==> src/rtl/fixed_sm_converter.sv <==
// Converts words between sign-magnitude and two's complement, in either direction.
// Each accepted word is converted and then held in a 2-entry output FIFO.
module fixed_sm_converter #(
  parameter int NUMWIDTH = 16
) (
  input  logic                clk,
  input  logic                rst_n,
  input  logic                in_valid,
  output logic                in_ready,
  input  logic [NUMWIDTH:0]   in_data,
  input  logic                in_dir,
  output logic                out_valid,
  input  logic                out_ready,
  output logic [NUMWIDTH:0]   out_data,
  output logic                out_sat,
  input  logic                clear_count,
  output logic [15:0]         sat_count
);

  localparam int W = NUMWIDTH + 1;
  localparam logic [W-1:0] ONE = {{NUMWIDTH{1'b0}}, 1'b1};

  // Returns {sat, word}. The single value -2^NUMWIDTH has no sign-magnitude form.
  function automatic logic [W:0] convert(input logic [W-1:0] d, input logic dir);
    logic [W:0]   r;
    logic [W-1:0] neg;
    r   = {(W+1){1'b0}};
    neg = ~d + ONE;
    if (!dir) begin
      if (!d[NUMWIDTH]) begin
        r = {1'b0, d};
      end else if (d[NUMWIDTH-1:0] == {NUMWIDTH{1'b0}}) begin
        r = {(W+1){1'b0}};
      end else begin
        r = {1'b0, ~{1'b0, d[NUMWIDTH-1:0]} + ONE};
      end
    end else begin
      if (!d[NUMWIDTH]) begin
        r = {1'b0, d};
      end else if (d[NUMWIDTH-1:0] == {NUMWIDTH{1'b0}}) begin
        r = {1'b1, 1'b1, {NUMWIDTH{1'b1}}};
      end else begin
        r = {1'b0, 1'b1, neg[NUMWIDTH-1:0]};
      end
    end
    return r;
  endfunction

  logic [1:0]   count_r;
  logic [W-1:0] head_data_r, tail_data_r;
  logic         head_sat_r, tail_sat_r;
  logic         out_valid_r, in_ready_r;
  logic [15:0]  sat_count_r;

  logic         push_s, pop_s;
  logic [W:0]   conv_s;
  logic [1:0]   count_next_s;

  // Handshakes, conversion of the offered word and next FIFO occupancy.
  always_comb begin
    push_s       = in_valid && in_ready_r;
    pop_s        = out_valid_r && out_ready;
    conv_s       = convert(in_data, in_dir);
    count_next_s = count_r;
    case (count_r)
      2'd0:    count_next_s = push_s ? 2'd1 : 2'd0;
      2'd1: begin
        if (push_s && !pop_s) begin
          count_next_s = 2'd2;
        end else if (!push_s && pop_s) begin
          count_next_s = 2'd0;
        end else begin
          count_next_s = 2'd1;
        end
      end
      2'd2:    count_next_s = pop_s ? 2'd1 : 2'd2;
      default: count_next_s = 2'd0;
    endcase
  end

  // FIFO storage, registered handshake flags and saturation counter.
  always_ff @(posedge clk) begin
    if (!rst_n) begin
      count_r     <= 2'd0;
      head_data_r <= {W{1'b0}};
      head_sat_r  <= 1'b0;
      tail_data_r <= {W{1'b0}};
      tail_sat_r  <= 1'b0;
      out_valid_r <= 1'b0;
      in_ready_r  <= 1'b1;
      sat_count_r <= 16'h0000;
    end else begin
      count_r     <= count_next_s;
      out_valid_r <= (count_next_s != 2'd0);
      in_ready_r  <= (count_next_s != 2'd2);
      case (count_r)
        2'd0: begin
          if (push_s) begin
            head_data_r <= conv_s[W-1:0];
            head_sat_r  <= conv_s[W];
          end
        end
        2'd1: begin
          // With a simultaneous pop the new word goes straight to the head.
          if (push_s && pop_s) begin
            head_data_r <= conv_s[W-1:0];
            head_sat_r  <= conv_s[W];
          end else if (push_s) begin
            tail_data_r <= conv_s[W-1:0];
            tail_sat_r  <= conv_s[W];
          end
        end
        2'd2: begin
          if (pop_s) begin
            head_data_r <= tail_data_r;
            head_sat_r  <= tail_sat_r;
          end
        end
        default: begin
          head_data_r <= {W{1'b0}};
          head_sat_r  <= 1'b0;
        end
      endcase
      if (clear_count) begin
        sat_count_r <= 16'h0000;
      end else if (push_s && conv_s[W] && (sat_count_r != 16'hFFFF)) begin
        sat_count_r <= sat_count_r + 16'h0001;
      end
    end
  end

  assign in_ready  = in_ready_r;
  assign out_valid = out_valid_r;
  assign out_data  = head_data_r;
  assign out_sat   = head_sat_r;
  assign sat_count = sat_count_r;

endmodule

==> config.mk <==
export PLATFORM = sky130hd
export DESIGN_NAME = fixed_sm_converter
export DESIGN_NICKNAME = d
export VERILOG_FILES = /design/src/rtl/fixed_sm_converter.sv
export SDC_FILE = /design/constraint.sdc
export NUM_CORES = 1
export LEC_CHECK = 0
export CAP_MARGIN = 20
export CORE_MARGIN = 10
export CORE_UTILIZATION = 30
export CTS_CLUSTER_DIAMETER = 80
export DETAILED_ROUTE_END_ITERATION = 10
export HOLD_SLACK_MARGIN = 0.08
export PLACE_DENSITY = 0.52
export SKIP_CTS_REPAIR_TIMING = 1
export SYNTH_ARGS = -nofsm -noshare
export SYNTH_HDL_FRONTEND = slang
export SYNTH_SLANG_ARGS = --single-unit
export TNS_END_PERCENT = 10
==> constraint.sdc <==
create_clock -name clk -period 5.7 [get_ports clk]
set_clock_uncertainty 0.1 [all_clocks]
set_input_delay 1.425 -clock clk [delete_from_list [all_inputs] [get_ports clk]]
set_output_delay 1.425 -clock clk [all_outputs]
set_load 0.02 [all_outputs]
# == Word level (Yosys, flattened, before mapping) ==
# Cells that the tools add are included.
# classes
n_reduce_logical,15
addsub,3
magnitude_cmp,0
div,0
bitwise,4
n_eq_ne,7
mux,18
n_shift,0
mul,0
# op_table
cell,n
17-bit two-way mux,5
18-bit two-way mux,3
17-bit case mux with 3 select lines,1
"16-bit by 1-bit adder with 16-bit output, second input constant",2
"17-bit by 1-bit adder with 17-bit output, second input constant",1
16-bit inverter with 17-bit output,1
16-bit logical NOT,1
"16-bit != test, second input constant",1
16-bit inverter,1
"2-bit != test, second input constant",4
1-bit logical AND,7
2-bit case mux with 3 select lines,1
3-bit AND reduction,2
1-bit two-way mux,5
2-bit two-way mux,2
1-bit case mux with 3 select lines,1
"2-bit by 1-bit equality test with 1-bit output, second input constant",1
"2-bit equality test, second input constant",1
1-bit logical NOT,2
2-bit logical NOT,1
1-bit inverter,2
2-bit nonzero test,1
2-bit OR reduction,1
# totals
ff_bits,56
mem_bits_ro,0
output_inout_bits,36
inputBits,23
n_memories,0
mem_bits_rw,0
latchBits,0

# == Logic depth before layout (Yosys ltp) ==
# logic_depth
depth_word,7
depth_mapped,9
ltp_nobuf,8

# == Worst setup path after synthesis ==
# OpenSTA, ideal clock, no wires.
# synth_timing
path_kind,input-to-reg
startpoint,input port in_data[0]
endpoint,"register head_data_r[10], in the netlist out_data[10]"
path_buffers,1
path_stages,8
required_time_ns,5.526
setup_ns,0.074
slack_ns,2.316
arrival_time_ns,3.209
cell_sequence,inv_1 > ha_1 > or4b_4 > buf_6 > or4_1 > a32oi_1 > o2111ai_1 > a31oi_1
# synth_via
elab_chain_cells,7
word_cells_on_any_way,13
classes_between,add/sub: 2; mux: 8; bitwise: 2; reduce/logical: 1
# synth_lines
element,line,rtl
from (decl),10,"input logic [NUMWIDTH:0] in_data,"
16-bit inverter with 17-bit output / 16-bit inverter (equally long branches),"35, 28",
17-bit by 1-bit adder with 17-bit output / 16-bit by 1-bit adder with 16-bit output (equally long branches),"35, 28",
17-bit two-way mux / 18-bit two-way mux (equally long branches),"32, 40",
17-bit two-way mux / 18-bit two-way mux (equally long branches),"30, 38",
18-bit two-way mux *,29,if (!dir) begin
17-bit two-way mux (on tied branches),"105, 98",
17-bit case mux with 3 select lines *,96,case (count_r)
to (signal assigned),99,head_data_r <= conv_s[W-1:0];
to (signal assigned),106,head_data_r <= conv_s[W-1:0];
to (signal assigned),115,head_data_r <= tail_data_r;
to (decl),50,"logic [W-1:0] head_data_r, tail_data_r;"
# Mark *: on every way between the ends. The rest lies on a longest branch, timed or not. The select of a mux whose other input is x is not followed.
# A chain may end at the register's enable or synchronous reset.

# == Final worst setup path ==
# layout_timing
startpoint,input port in_data[1]
endpoint,"register sat_count_r[12], in the netlist sat_count[12]"
# layout_via
elab_chain_cells,6
# layout_lines
element,line,rtl
16-bit logical NOT,40,end else if (d[NUMWIDTH-1:0] == {NUMWIDTH{1'b0}}) begin
18-bit two-way mux,40,
18-bit two-way mux,38,if (!d[NUMWIDTH]) begin
18-bit two-way mux,29,
1-bit logical AND (2 in series),126,end else if (push_s && conv_s[W] && (sat_count_r != 16'hFFFF)) begin
to (signal assigned),127,sat_count_r <= sat_count_r + 16'h0001;
to (decl),53,logic [15:0] sat_count_r;
# Every way passes these cells.

==> summary.txt <==
Clock tree
  – Later-pin clock latency in the skew report: 320 ps
  – Clock transition at the registers of the reported paths: 110 ps
  – TritonCTS clock tree: done
  – # H-tree levels: 2
  – CTS root buf: clkbuf_8
  – CTS max path bufs: 2
  – CTS Sinks: 56
  – Total CTS buffers: 5

Synth
  – Area leader, netlist: dfxtp_1
  – EDFF count, synth: 0
  – Commonest cells post-synth: o21ai_0 (64), dfxtp_1 (56), nand2_1 (31)
  – Post-synthesis cell type count: 62
  – Top-area cell type share of the netlist area: 0.3505
  – Gate Count Post-Synth: 405
  – Synth async-reset ratio: 0
  – Syn. warnings: 0
  – Synth Flop Type: dfxtp_1
  – Post-synthesis sequential area ratio: 0.3505
  – Syn Nets: 432
  – Synth Area per Inst: 7.896 µm²
  – Cell Area, Synth: 0.003198 mm²
  – Top-count cell post-synth: o21ai_0
  – Seq cells post-synth: 56
  – Synth area leaders: dfxtp_1 (35%), o21ai_0 (10%), a21oi_1 (4.5%)

Floorplan
  – Die H: 123.3 µm
  – Initial Utilization: 0.3084
  – Die area: 0.01519 mm²
  – Core area: 0.01037 mm²
  – FP Rows: 37
  – IO Count: 59
  – Die outline width: 123.3 µm

Power and ir drop
  – Clk network pwr share: 0.262
  – Switching Share: 0.3237
  – Pint: 0.0006177 W
  – Peak supply drop: 0.0001060 V
  – Sequential share of power: 0.484
  – Power per cell area: 231.2 mW/mm²
  – Comb pwr share: 0.253
  – P_leak: 1.266 nW
  – Switching power: 0.0002957 W

Drt
  – Final ANT Viol Nets: 0
  – Via count: 3294
  – Initial DRC Count: 291
  – # DRC: 0
  – Routed Wire Length: 10.56 mm
  – Wirelength per Cell: 18.18 µm
  – Initial DRT Pass Iterations: 4
  – DR vias/cell: 5.670

Placement
  – Cells after DPL: 573
  – Pre-CTS setup slack: 1109 ps
  – Gp weighted congestion: 0.9063
  – Port Buffer Count: 58
  – Dpl hpwl: 7.778 mm

Setup path
  – CP cell instances: clkdlybuf4s50_1 -> inv_1 -> ha_1 -> nor4b_4 -> nand4_1 -> or4b_1 -> or3_1 -> a21oi_1
  – Reg2reg path depth: 6
  – Worst-path cell with the longest stage delay: or4b_1
  – CP Max Fanout: 11
  – CP max stage delay: 820 ps
  – Worst EP arrival: 4440 ps
  – WP data required: 5850 ps
  – Setup crit end: sat_count[12]
  – Critical R2R Launch: count_r[1]
  – R2R Setup Slk: 2950 ps
  – Crit end category: flop
  – WS Path Type: in2reg
  – RR Endpoint: out_data[15]
  – Worst setup SP type: primary input
  – CP startpoint: in_data[1]

STA
  – Final setup viols: 0
  – FMAX: 0.2332 GHz
  – Final Critical Period: 4288 ps
  – Post-Route Setup TNS: 0 ps
  – Max-slew violations: 0
  – Worst relative slew slack: 0.4705
  – Hold violation total from the final report: 0
  – RSZ-0062 raised after global routing: no
  – Fin crit share: 0.7523
  – Setup WS post-layout: 1412 ps
  – Worst-margin pin slew: 792.0 ps

Global route
  – GR Util All Layers: 0.1389
  – Antenna violations before repair: 0
  – First-pass GRT wire length: 16.95 mm
  – Number of global-route vias before repair: 3147
  – Global route overflow: 0
  – Largest net degree at the start of global routing: 37

Status
  – Status: complete, no violations

Layout
  – Filler cells: 1124
  – Layout cells sized above 1: 0.06292
  – Antenna fix cells: 0
  – Multi-input gate area: 0.001889 mm²
  – P&R area growth vs syn: 23.51%
  – Final core utilization: 0.3809
  – Final std cells w/o fill: 581
  – Register area: 0.001121 mm²
  – Fin nets: 472

Hold path
  – Worst min path class: reg2reg

Run
  – Max-cap check violation count: 0
## cells in the final DEF, fill, tap and decap left out, types with 3 or more instances in the layout
master	n
a211o_1	3
a21boi_0	3
a21oi_1	29
a31o_2	3
a31oi_1	17
and2_1	3
and3_1	3
buf_4	4
clkbuf_8	6
clkdlybuf4s50_1	58
dfxtp_1	56
ha_1	4
inv_1	14
mux2i_1	4
nand2_1	31
nand3_1	25
nand4_1	8
nor2_1	17
nor3_1	5
nor4_1	3
o2111ai_1	3
o211ai_1	5
o21ai_0	63
or3_1	13
or4_1	8
xnor2_1	3
## stage by stage
step / area (µm²) / total power [W] / hold WS [ps]
floorplan: 3198 / 0.0005807 / 332.2
global placement: 3847 / 0.0006813 / 344.3
detailed placement: 3847 / 0.0006829 / 348.7
CTS: 3939 / 0.0009212 / 365.4
global route: 3950 / 0.0009587 / 385.4
finish: 3950 / 0.0009134 / 364.1
## power groups by stage
stage               clock network, W  logic, W  registers (W)
detailed placement                 0  0.000231       0.000452
finish                      0.000240  0.000231       0.000442
global placement                   0  0.000230       0.000452
global route                0.000260  0.000251       0.000447
CTS                         0.000246  0.000232       0.000443
floorplan                          0  0.000109       0.000472
## sequential cells by signal, summed over array words and instances (netlist names)
name,cells
sat_count,16
out_data,17
tail_data_r,17
out_valid,1
out_sat,1
in_ready,1
count_r,2
tail_sat_r,1
## layer usage
| metal | up-vias | GRT usage | part of all wire | routed length (µm) |
|---|---|---|---|---|
| met5 | - | 0 | 0 | 0 |
| met4 | 0 | 0.03930 | 0.013 | 140 |
| met3 | 11 | 0.04649 | 0.085 | 896 |
| met2 | 104 | 0.2190 | 0.45 | 4736 |
| met1 | 1563 | 0.1769 | 0.45 | 4787 |
| li1 | 1616 | - | - | - |
## layout make-up
cell class / instances / area share
Multi-Input combinational cell: 304 / 0.4783
Sequential cell: 56 / 0.2838
Timing Repair Buffer: 63 / 0.1574
Tap cell: 136 / 0.04308
Clock buffer: 6 / 0.02091
Inverter: 15 / 0.01425
Clock inverter: 1 / 0.002217
## cells by family (layout without fill, tap and decap cells)
group           after synthesis  in the layout  share of synthesized area
compound gates              156            156                     0.3013
simple gates                134            134                     0.2430
flops                        56             56                     0.3505
fa+ha+maj                     4              4                    0.01565
mux                           5              5                    0.01604
buf+inv                      45             85                    0.05986
xor+xnor                      5              5                    0.01370
## how the worst min path moves through the flow
stage                    from             end  slack, ps  depth (start not counted)
2_1_floorplan      tail_sat_r      tail_sat_r        330                          2
3_3_place_gp       tail_sat_r      tail_sat_r        340                          2
3_5_place_dp   tail_data_r[4]  tail_data_r[4]        350                          2
4_1_cts        tail_data_r[4]  tail_data_r[4]        370                          2
5_1_grt            tail_sat_r      tail_sat_r        390                          2
6_report       tail_data_r[4]  tail_data_r[4]        360                          2
## worst max-delay path, delay by kind of cell
| kind | cells | cell delay [ps] |
|---|---|---|
| AND/OR/NAND/NOR | 4 | 2130 |
| adder cells (fa/ha/maj) | 1 | 200 |
| buffers and inverters | 2 | 550 |
| AO/OA/AOI/OAI | 1 | 140 |
Power figures use the tool's default switching activity.
